[src/rtl/ram_bank_writer_pkg.sv]
// Bank geometry and AXI encodings shared by the bank writer and the bank readback block.
package ram_bank_writer_pkg;

  localparam int AXI_DW               = 512;
  localparam int CYCLES_PER_RAM_BLOCK = 64;
  localparam int RAM_BLOCKS_PER_BANK  = 32768;
  localparam int RAM_BLOCK_SIZE       = CYCLES_PER_RAM_BLOCK * AXI_DW / 8;

  localparam logic [1:0] AXI_BURST_INCR       = 2'b01;
  localparam logic [1:0] AXI_RESP_OKAY        = 2'b00;
  localparam logic [3:0] AXI_CACHE_MODIFIABLE = 4'b0010;
  localparam logic [2:0] AXI_PROT_NONSECURE   = 3'b010;

  typedef enum logic {AW_IDLE, AW_SEND} aw_state_t;
  typedef enum logic {W_IDLE, W_SEND} w_state_t;

  // Every 32-bit word carries its own word index within the bank fill.
  function automatic logic [31:0] pattern_word(input logic [31:0] beat,
                                               input logic [31:0] lanes,
                                               input logic [31:0] lane);
    return beat * lanes + lane;
  endfunction

endpackage

[src/rtl/ram_bank_writer_if.sv]
// AXI4 memory-mapped bus between the bank writer (master) and the DDR controller (slave).
interface ram_bank_writer_if #(
  parameter int DW = 512
);
  logic [63:0]     awaddr;
  logic [7:0]      awlen;
  logic [2:0]      awsize;
  logic [3:0]      awid;
  logic [1:0]      awburst;
  logic            awlock;
  logic [3:0]      awcache;
  logic [3:0]      awqos;
  logic [2:0]      awprot;
  logic            awvalid;
  logic            awready;

  logic [DW-1:0]   wdata;
  logic [DW/8-1:0] wstrb;
  logic            wlast;
  logic            wvalid;
  logic            wready;

  logic [1:0]      bresp;
  logic            bvalid;
  logic            bready;

  logic [63:0]     araddr;
  logic [7:0]      arlen;
  logic [2:0]      arsize;
  logic [3:0]      arid;
  logic [1:0]      arburst;
  logic            arlock;
  logic [3:0]      arcache;
  logic [3:0]      arqos;
  logic [2:0]      arprot;
  logic            arvalid;
  logic            arready;

  logic [DW-1:0]   rdata;
  logic [1:0]      rresp;
  logic            rlast;
  logic            rvalid;
  logic            rready;

  modport master (
    output awaddr, awlen, awsize, awid, awburst, awlock, awcache, awqos, awprot, awvalid,
    input  awready,
    output wdata, wstrb, wlast, wvalid,
    input  wready,
    input  bresp, bvalid,
    output bready,
    output araddr, arlen, arsize, arid, arburst, arlock, arcache, arqos, arprot, arvalid,
    input  arready,
    input  rdata, rresp, rlast, rvalid,
    output rready
  );

  modport slave (
    input  awaddr, awlen, awsize, awid, awburst, awlock, awcache, awqos, awprot, awvalid,
    output awready,
    input  wdata, wstrb, wlast, wvalid,
    output wready,
    output bresp, bvalid,
    input  bready,
    input  araddr, arlen, arsize, arid, arburst, arlock, arcache, arqos, arprot, arvalid,
    output arready,
    output rdata, rresp, rlast, rvalid,
    input  rready
  );

endinterface

[src/rtl/cdc_single.sv]
// Two-flop synchroniser for a single slow control bit entering the clk domain.
module cdc_single (
  input  logic clk,
  input  logic reset,
  input  logic d,
  output logic q
);

  logic meta_reg;
  logic sync_reg;

  always_ff @(posedge clk) begin
    if (reset) begin
      meta_reg <= 1'b0;
      sync_reg <= 1'b0;
    end else begin
      meta_reg <= d;
      sync_reg <= meta_reg;
    end
  end

  assign q = sync_reg;

endmodule

[src/rtl/ram_bank_writer.sv]
// AXI4 write master filling one DDR bank with self-indexing words; reports
// elapsed cycles and error responses of the last fill.
module ram_bank_writer
  import ram_bank_writer_pkg::*;
#(
  parameter int          DW        = AXI_DW,
  parameter int          BEATS     = CYCLES_PER_RAM_BLOCK,
  parameter int          BLOCKS    = RAM_BLOCKS_PER_BANK,
  parameter logic [63:0] BASE_ADDR = 64'h0
) (
  input  logic              clk,
  input  logic              reset,
  input  logic              start_async,
  output logic              idle,
  output logic [63:0]       elapsed,
  output logic [31:0]       errors,
  ram_bank_writer_if.master m_axi
);

  localparam int          LANES       = DW / 32;
  localparam logic [31:0] LANES_U     = 32'(LANES);
  localparam logic [63:0] BLOCK_BYTES = 64'(BEATS) * 64'(DW / 8);
  localparam logic [31:0] LAST_BLOCK  = 32'(BLOCKS - 1);
  localparam logic [7:0]  LAST_BEAT   = 8'(BEATS - 1);
  localparam logic [2:0]  AW_SIZE     = 3'($clog2(DW / 8));

  logic        start;
  logic        start_accept;
  logic        aw_hs;
  logic        w_hs;
  logic        wlast_hs;
  logic        b_hs;
  logic        awvalid;
  logic        wvalid;
  logic        wlast;
  logic [DW-1:0] wdata_pattern;

  logic        idle_reg, idle_next;
  logic [63:0] elapsed_reg, elapsed_next;
  logic [31:0] errors_reg, errors_next;
  logic [31:0] b_count_reg, b_count_next;

  aw_state_t   aw_state_reg, aw_state_next;
  logic [63:0] awaddr_reg, awaddr_next;
  logic [31:0] aw_count_reg, aw_count_next;

  w_state_t    w_state_reg, w_state_next;
  logic [31:0] w_count_reg, w_count_next;
  logic [31:0] credit_reg, credit_next;
  logic [31:0] beat_reg, beat_next;
  logic [7:0]  beat_in_burst_reg, beat_in_burst_next;

  cdc_single u_start_sync (
    .clk   (clk),
    .reset (reset),
    .d     (start_async),
    .q     (start)
  );

  assign start_accept = start & idle_reg;
  assign awvalid      = (aw_state_reg == AW_SEND);
  // credit_reg only counts AW handshakes from earlier edges, so W never leads AW.
  assign wvalid       = (w_state_reg == W_SEND) && (credit_reg != 32'd0);
  assign wlast        = (beat_in_burst_reg == LAST_BEAT);
  assign aw_hs        = awvalid & m_axi.awready;
  assign w_hs         = wvalid & m_axi.wready;
  assign wlast_hs     = w_hs & wlast;
  assign b_hs         = m_axi.bvalid & ~idle_reg;

  generate
    for (genvar gi = 0; gi < LANES; gi++) begin : g_lane
      assign wdata_pattern[gi*32 +: 32] = pattern_word(beat_reg, LANES_U, 32'(gi));
    end
  endgenerate

  always_comb begin
    aw_state_next = aw_state_reg;
    awaddr_next   = awaddr_reg;
    aw_count_next = aw_count_reg;
    case (aw_state_reg)
      AW_IDLE: begin
        if (start_accept) begin
          aw_state_next = AW_SEND;
          awaddr_next   = BASE_ADDR;
          aw_count_next = 32'd0;
        end
      end
      AW_SEND: begin
        if (aw_hs) begin
          awaddr_next   = awaddr_reg + BLOCK_BYTES;
          aw_count_next = aw_count_reg + 32'd1;
          if (aw_count_reg == LAST_BLOCK) begin
            aw_state_next = AW_IDLE;
          end
        end
      end
      default: aw_state_next = AW_IDLE;
    endcase
  end

  always_comb begin
    w_state_next       = w_state_reg;
    w_count_next       = w_count_reg;
    beat_next          = beat_reg;
    beat_in_burst_next = beat_in_burst_reg;
    credit_next        = credit_reg + 32'(aw_hs) - 32'(wlast_hs);
    case (w_state_reg)
      W_IDLE: begin
        if (start_accept) begin
          w_state_next       = W_SEND;
          w_count_next       = 32'd0;
          beat_next          = 32'd0;
          beat_in_burst_next = 8'd0;
          credit_next        = 32'd0;
        end
      end
      W_SEND: begin
        if (w_hs) begin
          beat_next = beat_reg + 32'd1;
          if (wlast) begin
            beat_in_burst_next = 8'd0;
            w_count_next       = w_count_reg + 32'd1;
            if (w_count_reg == LAST_BLOCK) begin
              w_state_next = W_IDLE;
            end
          end else begin
            beat_in_burst_next = beat_in_burst_reg + 8'd1;
          end
        end
      end
      default: w_state_next = W_IDLE;
    endcase
  end

  always_comb begin
    idle_next    = idle_reg;
    elapsed_next = elapsed_reg;
    errors_next  = errors_reg;
    b_count_next = b_count_reg;
    if (idle_reg) begin
      if (start_accept) begin
        idle_next    = 1'b0;
        elapsed_next = 64'd0;
        errors_next  = 32'd0;
        b_count_next = 32'd0;
      end
    end else begin
      // The completing cycle is still counted before elapsed freezes.
      elapsed_next = elapsed_reg + 64'd1;
      if (b_hs) begin
        b_count_next = b_count_reg + 32'd1;
        if ((m_axi.bresp != AXI_RESP_OKAY) && (errors_reg != 32'hFFFF_FFFF)) begin
          errors_next = errors_reg + 32'd1;
        end
        if (b_count_reg == LAST_BLOCK) begin
          idle_next = 1'b1;
        end
      end
    end
  end

  always_ff @(posedge clk) begin
    if (reset) begin
      idle_reg          <= 1'b1;
      elapsed_reg       <= 64'd0;
      errors_reg        <= 32'd0;
      b_count_reg       <= 32'd0;
      aw_state_reg      <= AW_IDLE;
      awaddr_reg        <= 64'd0;
      aw_count_reg      <= 32'd0;
      w_state_reg       <= W_IDLE;
      w_count_reg       <= 32'd0;
      credit_reg        <= 32'd0;
      beat_reg          <= 32'd0;
      beat_in_burst_reg <= 8'd0;
    end else begin
      idle_reg          <= idle_next;
      elapsed_reg       <= elapsed_next;
      errors_reg        <= errors_next;
      b_count_reg       <= b_count_next;
      aw_state_reg      <= aw_state_next;
      awaddr_reg        <= awaddr_next;
      aw_count_reg      <= aw_count_next;
      w_state_reg       <= w_state_next;
      w_count_reg       <= w_count_next;
      credit_reg        <= credit_next;
      beat_reg          <= beat_next;
      beat_in_burst_reg <= beat_in_burst_next;
    end
  end

  assign idle    = idle_reg;
  assign elapsed = elapsed_reg;
  assign errors  = errors_reg;

  assign m_axi.awaddr  = awaddr_reg;
  assign m_axi.awlen   = LAST_BEAT;
  assign m_axi.awsize  = AW_SIZE;
  assign m_axi.awid    = 4'd0;
  assign m_axi.awburst = AXI_BURST_INCR;
  assign m_axi.awlock  = 1'b0;
  assign m_axi.awcache = AXI_CACHE_MODIFIABLE;
  assign m_axi.awqos   = 4'd0;
  assign m_axi.awprot  = AXI_PROT_NONSECURE;
  assign m_axi.awvalid = awvalid;

  assign m_axi.wdata  = wdata_pattern;
  assign m_axi.wstrb  = '1;
  assign m_axi.wlast  = wlast;
  assign m_axi.wvalid = wvalid;
  assign m_axi.bready = 1'b1;

  // Write-only block: the read address and data channels are parked.
  assign m_axi.araddr  = 64'd0;
  assign m_axi.arlen   = 8'd0;
  assign m_axi.arsize  = 3'd0;
  assign m_axi.arid    = 4'd0;
  assign m_axi.arburst = 2'd0;
  assign m_axi.arlock  = 1'b0;
  assign m_axi.arcache = 4'd0;
  assign m_axi.arqos   = 4'd0;
  assign m_axi.arprot  = 3'd0;
  assign m_axi.arvalid = 1'b0;
  assign m_axi.rready  = 1'b0;

  logic unused_inputs;
  assign unused_inputs = ^{m_axi.arready, m_axi.rdata, m_axi.rresp, m_axi.rlast, m_axi.rvalid};

endmodule
[src/flat_wrapper.sv]
// flat-port wrapper written by rule: the top's interface ports become plain ports
module ram_bank_writer_flat import ram_bank_writer_pkg::*;
#(
  parameter int          DW        = AXI_DW,
  parameter int          BEATS     = CYCLES_PER_RAM_BLOCK,
  parameter int          BLOCKS    = RAM_BLOCKS_PER_BANK,
  parameter logic [63:0] BASE_ADDR = 64'h0
)
  (clk, reset, start_async, idle, elapsed, errors, m_axi_awaddr, m_axi_awlen, m_axi_awsize, m_axi_awid, m_axi_awburst, m_axi_awlock, m_axi_awcache, m_axi_awqos, m_axi_awprot, m_axi_awvalid, m_axi_awready, m_axi_wdata, m_axi_wstrb, m_axi_wlast, m_axi_wvalid, m_axi_wready, m_axi_bresp, m_axi_bvalid, m_axi_bready, m_axi_araddr, m_axi_arlen, m_axi_arsize, m_axi_arid, m_axi_arburst, m_axi_arlock, m_axi_arcache, m_axi_arqos, m_axi_arprot, m_axi_arvalid, m_axi_arready, m_axi_rdata, m_axi_rresp, m_axi_rlast, m_axi_rvalid, m_axi_rready);
  ram_bank_writer_if #(.DW(DW)) m_axi_i ();
  input  logic clk;
  input  logic reset;
  input  logic start_async;
  output logic idle;
  output logic [63:0] elapsed;
  output logic [31:0] errors;
  output wire logic [$bits(m_axi_i.awaddr)-1:0] m_axi_awaddr;
  output wire logic [$bits(m_axi_i.awlen)-1:0] m_axi_awlen;
  output wire logic [$bits(m_axi_i.awsize)-1:0] m_axi_awsize;
  output wire logic [$bits(m_axi_i.awid)-1:0] m_axi_awid;
  output wire logic [$bits(m_axi_i.awburst)-1:0] m_axi_awburst;
  output wire logic [$bits(m_axi_i.awlock)-1:0] m_axi_awlock;
  output wire logic [$bits(m_axi_i.awcache)-1:0] m_axi_awcache;
  output wire logic [$bits(m_axi_i.awqos)-1:0] m_axi_awqos;
  output wire logic [$bits(m_axi_i.awprot)-1:0] m_axi_awprot;
  output wire logic [$bits(m_axi_i.awvalid)-1:0] m_axi_awvalid;
  input wire logic [$bits(m_axi_i.awready)-1:0] m_axi_awready;
  output wire logic [$bits(m_axi_i.wdata)-1:0] m_axi_wdata;
  output wire logic [$bits(m_axi_i.wstrb)-1:0] m_axi_wstrb;
  output wire logic [$bits(m_axi_i.wlast)-1:0] m_axi_wlast;
  output wire logic [$bits(m_axi_i.wvalid)-1:0] m_axi_wvalid;
  input wire logic [$bits(m_axi_i.wready)-1:0] m_axi_wready;
  input wire logic [$bits(m_axi_i.bresp)-1:0] m_axi_bresp;
  input wire logic [$bits(m_axi_i.bvalid)-1:0] m_axi_bvalid;
  output wire logic [$bits(m_axi_i.bready)-1:0] m_axi_bready;
  output wire logic [$bits(m_axi_i.araddr)-1:0] m_axi_araddr;
  output wire logic [$bits(m_axi_i.arlen)-1:0] m_axi_arlen;
  output wire logic [$bits(m_axi_i.arsize)-1:0] m_axi_arsize;
  output wire logic [$bits(m_axi_i.arid)-1:0] m_axi_arid;
  output wire logic [$bits(m_axi_i.arburst)-1:0] m_axi_arburst;
  output wire logic [$bits(m_axi_i.arlock)-1:0] m_axi_arlock;
  output wire logic [$bits(m_axi_i.arcache)-1:0] m_axi_arcache;
  output wire logic [$bits(m_axi_i.arqos)-1:0] m_axi_arqos;
  output wire logic [$bits(m_axi_i.arprot)-1:0] m_axi_arprot;
  output wire logic [$bits(m_axi_i.arvalid)-1:0] m_axi_arvalid;
  input wire logic [$bits(m_axi_i.arready)-1:0] m_axi_arready;
  input wire logic [$bits(m_axi_i.rdata)-1:0] m_axi_rdata;
  input wire logic [$bits(m_axi_i.rresp)-1:0] m_axi_rresp;
  input wire logic [$bits(m_axi_i.rlast)-1:0] m_axi_rlast;
  input wire logic [$bits(m_axi_i.rvalid)-1:0] m_axi_rvalid;
  output wire logic [$bits(m_axi_i.rready)-1:0] m_axi_rready;
  assign m_axi_awaddr = m_axi_i.awaddr;
  assign m_axi_awlen = m_axi_i.awlen;
  assign m_axi_awsize = m_axi_i.awsize;
  assign m_axi_awid = m_axi_i.awid;
  assign m_axi_awburst = m_axi_i.awburst;
  assign m_axi_awlock = m_axi_i.awlock;
  assign m_axi_awcache = m_axi_i.awcache;
  assign m_axi_awqos = m_axi_i.awqos;
  assign m_axi_awprot = m_axi_i.awprot;
  assign m_axi_awvalid = m_axi_i.awvalid;
  assign m_axi_i.awready = m_axi_awready;
  assign m_axi_wdata = m_axi_i.wdata;
  assign m_axi_wstrb = m_axi_i.wstrb;
  assign m_axi_wlast = m_axi_i.wlast;
  assign m_axi_wvalid = m_axi_i.wvalid;
  assign m_axi_i.wready = m_axi_wready;
  assign m_axi_i.bresp = m_axi_bresp;
  assign m_axi_i.bvalid = m_axi_bvalid;
  assign m_axi_bready = m_axi_i.bready;
  assign m_axi_araddr = m_axi_i.araddr;
  assign m_axi_arlen = m_axi_i.arlen;
  assign m_axi_arsize = m_axi_i.arsize;
  assign m_axi_arid = m_axi_i.arid;
  assign m_axi_arburst = m_axi_i.arburst;
  assign m_axi_arlock = m_axi_i.arlock;
  assign m_axi_arcache = m_axi_i.arcache;
  assign m_axi_arqos = m_axi_i.arqos;
  assign m_axi_arprot = m_axi_i.arprot;
  assign m_axi_arvalid = m_axi_i.arvalid;
  assign m_axi_i.arready = m_axi_arready;
  assign m_axi_i.rdata = m_axi_rdata;
  assign m_axi_i.rresp = m_axi_rresp;
  assign m_axi_i.rlast = m_axi_rlast;
  assign m_axi_i.rvalid = m_axi_rvalid;
  assign m_axi_rready = m_axi_i.rready;
  ram_bank_writer #(.DW(DW), .BEATS(BEATS), .BLOCKS(BLOCKS), .BASE_ADDR(BASE_ADDR)) u_core (.clk(clk), .reset(reset), .start_async(start_async), .idle(idle), .elapsed(elapsed), .errors(errors), .m_axi(m_axi_i));
endmodule
[config.mk]
export PLATFORM = sky130hd
export DESIGN_NAME = ram_bank_writer_flat
export DESIGN_NICKNAME = d
export VERILOG_FILES = /design/src/rtl/ram_bank_writer_pkg.sv /design/src/rtl/ram_bank_writer_if.sv /design/src/rtl/cdc_single.sv /design/src/rtl/ram_bank_writer.sv /design/src/flat_wrapper.sv
export SDC_FILE = /design/constraint.sdc
export NUM_CORES = 1
export LEC_CHECK = 0
export BUFFER_PORTS_ARGS = -buffer_cell sky130_fd_sc_hd__buf_2
export CORE_AREA = 2 2 544 546
export DETAILED_ROUTE_END_ITERATION = 10
export DIE_AREA = 0 0 546 548
export PLACE_DENSITY = 0.3
export SYNTH_ARGS = -nofsm -noshare
export SYNTH_HDL_FRONTEND = slang
export SYNTH_SLANG_ARGS = --single-unit
[constraint.sdc]
create_clock -name clk -period 9 [get_ports clk]
set_input_delay 0.9 -clock clk [delete_from_list [all_inputs] [get_ports clk]]
set_output_delay 0.9 -clock clk [all_outputs]
set_load 0.02 [all_outputs]
# Yosys cells after proc, flatten, opt, wreduce, memory -nomap -nowiden
# Index checks and enable logic that the tools add are counted.
# totals
reg_bits	333
inputBits	525
word_cells	104
# op_classes
eq_ne	11
mux	35
bitwise_logic	8
n_reduce_logical	11
n_addsub	25
# ops
cell	count
$mux 32	12
$add 32x4->32 const B	8
$add 32x1->32 const B	6
$mux 64	3
$pmux 32 s2	3
$add 32x3->32 const B	4
$pmux 64 s2	1
$eq 32x15->1 const B	3
$add 32x2->32 const B	2
$add 64x1->64 const B	1
$add 64x13->64 const B	1
$add 32x1->32	1
$ne 32x32->1 const B	1
$reduce_bool 32->1	1
$sub 32x1->32	1
$mux 8	3
$pmux 8 s2	1
$ne 2x1->1 const B	6
$mux 1	10
$add 8x1->8 const B	1
$eq 8x6->1 const B	1
$reduce_and 2->1	3
$reduce_and 3->1	2
$reduce_bool 2->1	3
4 further kinds	12

# Depth between registers and ports, before layout
# logic_depth
word_depth	7
ltp_mapped	19
depth_no_buf	19

# Cells and area by module
# From an unflattened synthesis, not the netlist that was laid out.
# unflattened
hier_cells	2665
area_unflattened_um2	21239.1
# modules_own_cells
module	cells_each	seq_area_each_um2	n_inst	area_each_um2
ram_bank_writer	2661	6306.0	1	21186.6
cdc_single	4	40.0	1	52.6

# Worst setup path before layout
# No wires, ideal clock.
# synth_path
path_type	in2reg
from	input port m_axi_awready
to	register u_core.credit_reg[24]
setup_ps	128
setup_slack_ps	5169
path_buffers	2
arrival_time_ps	3703
stages	16
cell_sequence	and2_1 > buf_2 > inv_2 > clkbuf_1 > ha_1 > inv_1 > ha_1 > fa_1 > a21oi_1 > o211a_1 > nor2_1 > a21oi_1 > o41ai_1 > a21boi_0 > xor2_1 > nor2_1
# synth_via
elab_chain_cells	5
# synth_lines
element	line	source
from (decl)	flat_wrapper.sv:27	input wire logic [$bits(m_axi_i.awready)-1:0] m_axi_awready;
$and 1x1->1 *	ram_bank_writer.sv:65	assign aw_hs = awvalid & m_axi.awready;
$add 32x1->32 *	ram_bank_writer.sv:106	credit_next = credit_reg + 32'(aw_hs) - 32'(wlast_hs);
$sub 32x1->32 *	ram_bank_writer.sv:106	
$mux 32	ram_bank_writer.sv:109	if (start_accept) begin
$mux 32 *	ram_bank_writer.sv:107	case (w_state_reg)
to (signal assigned)	ram_bank_writer.sv:186	credit_reg <= credit_next;
to (decl)	ram_bank_writer.sv:49	logic [31:0] credit_reg, credit_next;
# Every way passes the cells marked *; elsewhere a longest branch is shown, timed or not.
# A chain may end at the register's enable or synchronous reset.

# Worst setup path in the final report
# layout_path
from	register u_core.credit_reg[29]
to	register u_core.credit_reg[30]
# layout_via
elab_chain_cells	7
# layout_lines
element	line
parallel branches: the longest is 4 deep, another holds $add 32x1->32	n/a
$sub 32x1->32 *	ram_bank_writer.sv:106
$mux 32	ram_bank_writer.sv:109
$mux 32 *	ram_bank_writer.sv:107
# Every way passes the cells marked *.

==> results.py <==
metrics = {
    "die": {
        "die_w_um": 546,
        "placementRows": 199,
        "num_io_pins": 1390,
        "die-area_mm2": 0.2992,
        "initial_core_util_pct": 7.202,
        "core_mm2": 0.2931,
        "die_height_um": 548,
    },
    "synthesis": {
        "synth_seq_cells": 317,
        "netlist_top_cells_area": "dfxtp_1 30%, buf_4 24%, nor2_1 5.4%, xor2_1 4.1%, nand3_1 3.4%",
        "ys_warn_count": 0,
        "synth_edf_count": 0,
        "syn_area_mm2": 0.02111,
        "syn_inst": 2661,
        "synthArstFlopShare_pct": 0,
        "synth_top_area_share_pct": 30.07,
        "synth-main-ff-cell": "dfxtp_1",
        "syn_area_per_cell_um2": 7.931,
        "yosys.area.top_type": "dfxtp_1",
        "synth.distinct_cells": 67,
        "yosysSeqAreaShare_pct": 30.07,
    },
    "final_layout": {
        "n_fill_cell": 34270,
        "area_delta_synth_final_pct": 25.51,
        "fin_util_pct": 9.039,
        "fin_area_mm2": 0.02649,
        "fin_nets": 3434,
        "regArea_mm2": 0.006346,
        "multiInputGateArea_mm2": 0.01008,
        "largest_reg_flops": 64,
        "drive_gt1_share_pct": 26.55,
    },
    "pwr": {
        "peakVddDrop_uv": 117.7,
        "p_seq_share_pct": 31.2,
        "power_frac_comb_pct": 26.3,
        "p_int_mw": 3.134,
        "switching_share_pct": 34.41,
        "pwr-share-clk_pct": 42.5,
        "power.total_mw": 4.778,
        "p_per_area_mw_per_mm2": 180.4,
        "leakage_nw": 10.58,
        "p_switching_mw": 1.644,
    },
    "worst_setup_path": {
        "critPathRequiredTime_ns": 9.56,
        "worst_ep_arrival_time_ns": 5.74,
        "r2r_start": "u_core.credit_reg[29]",
        "start_kind": "flip-flop",
        "critPathMaxFanout": 5,
        "crit_type": "reg -> reg",
        "crit_start": "u_core.credit_reg[29]",
        "end_kind": "flip-flop",
    },
    "place": {
        "hpwl_um": 59090,
        "place.gp.congestion": 0.7137,
        "io_buffers": 607,
        "postPlaceCellArea_mm2": 0.02481,
    },
    "outcome": {
        "status": "finished clean",
    },
    "cts": {
        "hold_buffers": 0,
        "root_buffer": "clkbuf_16",
        "clock_latency_ns": 0.66,
        "clock_sinks": 317,
        "htreeDepth": 2,
        "cts_setup_buffers": 0,
        "clk_pin_slew_ns": 0.06,
        "cts_buffers": 46,
        "cts.repair.resized": 0,
        "cts.path.max_buffers": 3,
        "tritoncts": "yes",
    },
    "timing": {
        "max_slew_margin_pct": 21.57,
        "slew_violations": 0,
        "rsz0062_at_grt": "false",
        "finalCritPeriodShare_pct": 57.62,
        "tns_ns": 0,
        "period_needed_ns": 5.185,
        "hold_viol": 0,
        "tightest_slew_ns": 1.175,
        "max_freq_mhz": 192.9,
        "setup_viol": 0,
        "clock_skew_ns": 0.06596,
    },
    "route": {
        "first_pass_iters": 5,
        "drt_iter0_markers": 691,
        "vias": 17250,
        "wl_per_cell_um": 11.28,
        "wirelength_um": 76900,
        "drcViolationCount": 0,
        "ant_nets": 0,
        "via_per_inst": 2.531,
    },
    "grt": {
        "antenna_found_initial": 13,
        "grt_usage_pct": 4.834,
        "grt_max_degree": 60,
        "grt_pass1_wl_um": 108500,
        "grt_pass1_vias": 15600,
        "overflow": 0,
    },
    "job": {
        "maxCapViolCount": 0,
    },
    "worst_hold_path": {
        "hold_start": "u_core.u_start_sync.meta_reg",
        "hold_class": "reg -> reg",
    },
}
routing by layer:
metal  GRT usage, %  part of all wire [%]  vias to the layer above
met4          1.357                   2.7                        2
met5              0                 0.014                        -
met3          1.427                   7.6                       89
li1               -                     -                     8421
met1          5.746                    42                     8036
met2          8.368                    48                      703
worst paths after layout:
check | endpoint | slack [ns] | cells after the start
max | u_core.credit_reg[30] | 3.81 | 19
min | u_core.u_start_sync.q | 0.46 | 1
max reg2reg | u_core.credit_reg[30] | 3.81 | 19
min reg2reg | u_core.u_start_sync.q | 0.46 | 1
metrics by stage:
stage                     setup slack (ns)  hold WS, ns  std cells
after floorplan                      5.169       0.4138       2924
after global placement               3.660       0.4539       6724
after detailed placement             3.699       0.4444       6724
after CTS                            3.655       0.4186       6808
after global routing                 3.409       0.4703       6809
final                                3.815       0.4583       6815
cell usage after synthesis (all sizes together), types with 4 or more instances:
master    n
or2      26
nand3   145
nand4    53
o31a      4
a21boi    4
o21a     22
a21o      8
o211ai   38
o21ai    46
and4     18
ha       55
nand3b    5
inv      77
nor4     22
nand2b   18
o21bai    9
a22oi     5
dfxtp   317
and3     46
xnor2    59
nor3     44
or3      57
mux2     26
nor2    305
and2     15
buf     696
a211oi   10
xor2     98
a31oi     8
o41ai     8
or4       7
nor3b     5
nor2b    20
a21oi   116
clkbuf   49
nand2   189
cells by family after synthesis:
group                    count (synthesis)  share of synthesized area (%)
AO/OA/AOI/OAI                          296                          8.786
XOR/XNOR                               157                          6.515
adder cells (fa/ha/maj)                 56                          3.355
buffers and inverters                  822                          26.89
flip-flops                             317                          30.07
multiplexers                            29                          1.530
other                                    2                        0.03558
AND/OR/NAND/NOR                        982                          22.82
power groups by stage:
stage	sequential (mW)	combinational, mW	clock [mW]
after detailed placement	1.52	1.27	0
after floorplan	1.51	1.06	0
after global routing	1.50	1.43	2.21
after CTS	1.49	1.27	2.17
after global placement	1.52	1.29	0
final	1.49	1.26	2.03
critical path: stages (launching register included):
cell	delay [ns]
dfxtp_1	0.32
inv_1	0.08
ha_1	0.17
nand4_1	0.18
nor4_1	0.63
a21oi_1	0.41
nand2_1	0.28
inv_1	0.15
ha_1	0.31
inv_1	0.04
ha_1	0.20
fa_1	0.42
a21oi_1	0.30
o211a_1	0.23
nor3_1	0.06
a211oi_1	0.36
o21ai_0	0.29
o31a_1	0.39
o21a_1	0.17
nor3_1	0.12
cell usage in the layout, fill, tap and decap left out, types with 8 or more instances in the layout:
cell	Yosys	final
a211oi_1	10	10
a21o_1	8	8
a21oi_1	116	116
and2_1	14	14
and3_1	45	45
and4_1	18	18
buf_2	3	606
buf_4	685	19
clkbuf_1	49	8
clkbuf_16	0	47
clkbuf_8	0	11
conb_1	2	265
dfxtp_1	317	317
ha_1	55	55
inv_1	76	76
mux2_2	26	26
nand2_1	188	187
nand2b_1	18	16
nand3_1	144	144
nand4_1	53	53
nor2_1	305	305
nor2b_1	20	20
nor3_1	44	44
nor4_1	19	19
o211ai_1	38	38
o21a_1	22	22
o21ai_0	45	45
o21bai_1	9	9
o41ai_1	8	8
or2_2	26	26
or3_1	57	57
xnor2_1	59	59
xor2_1	98	98
final cells by class:
cell class                      instances  area share (%)
Clock buffer                           66           5.125
Clock inverter                         18           1.153
Inverter                               77           1.091
Sequential cell                       317           23.96
Antenna cell                            7         0.06613
Multi-Input combinational cell       1785           38.07
Timing Repair Buffer                  626           12.03
Tap cell                             3919           18.51
Note: power is estimated with default switching activity, not from simulation.
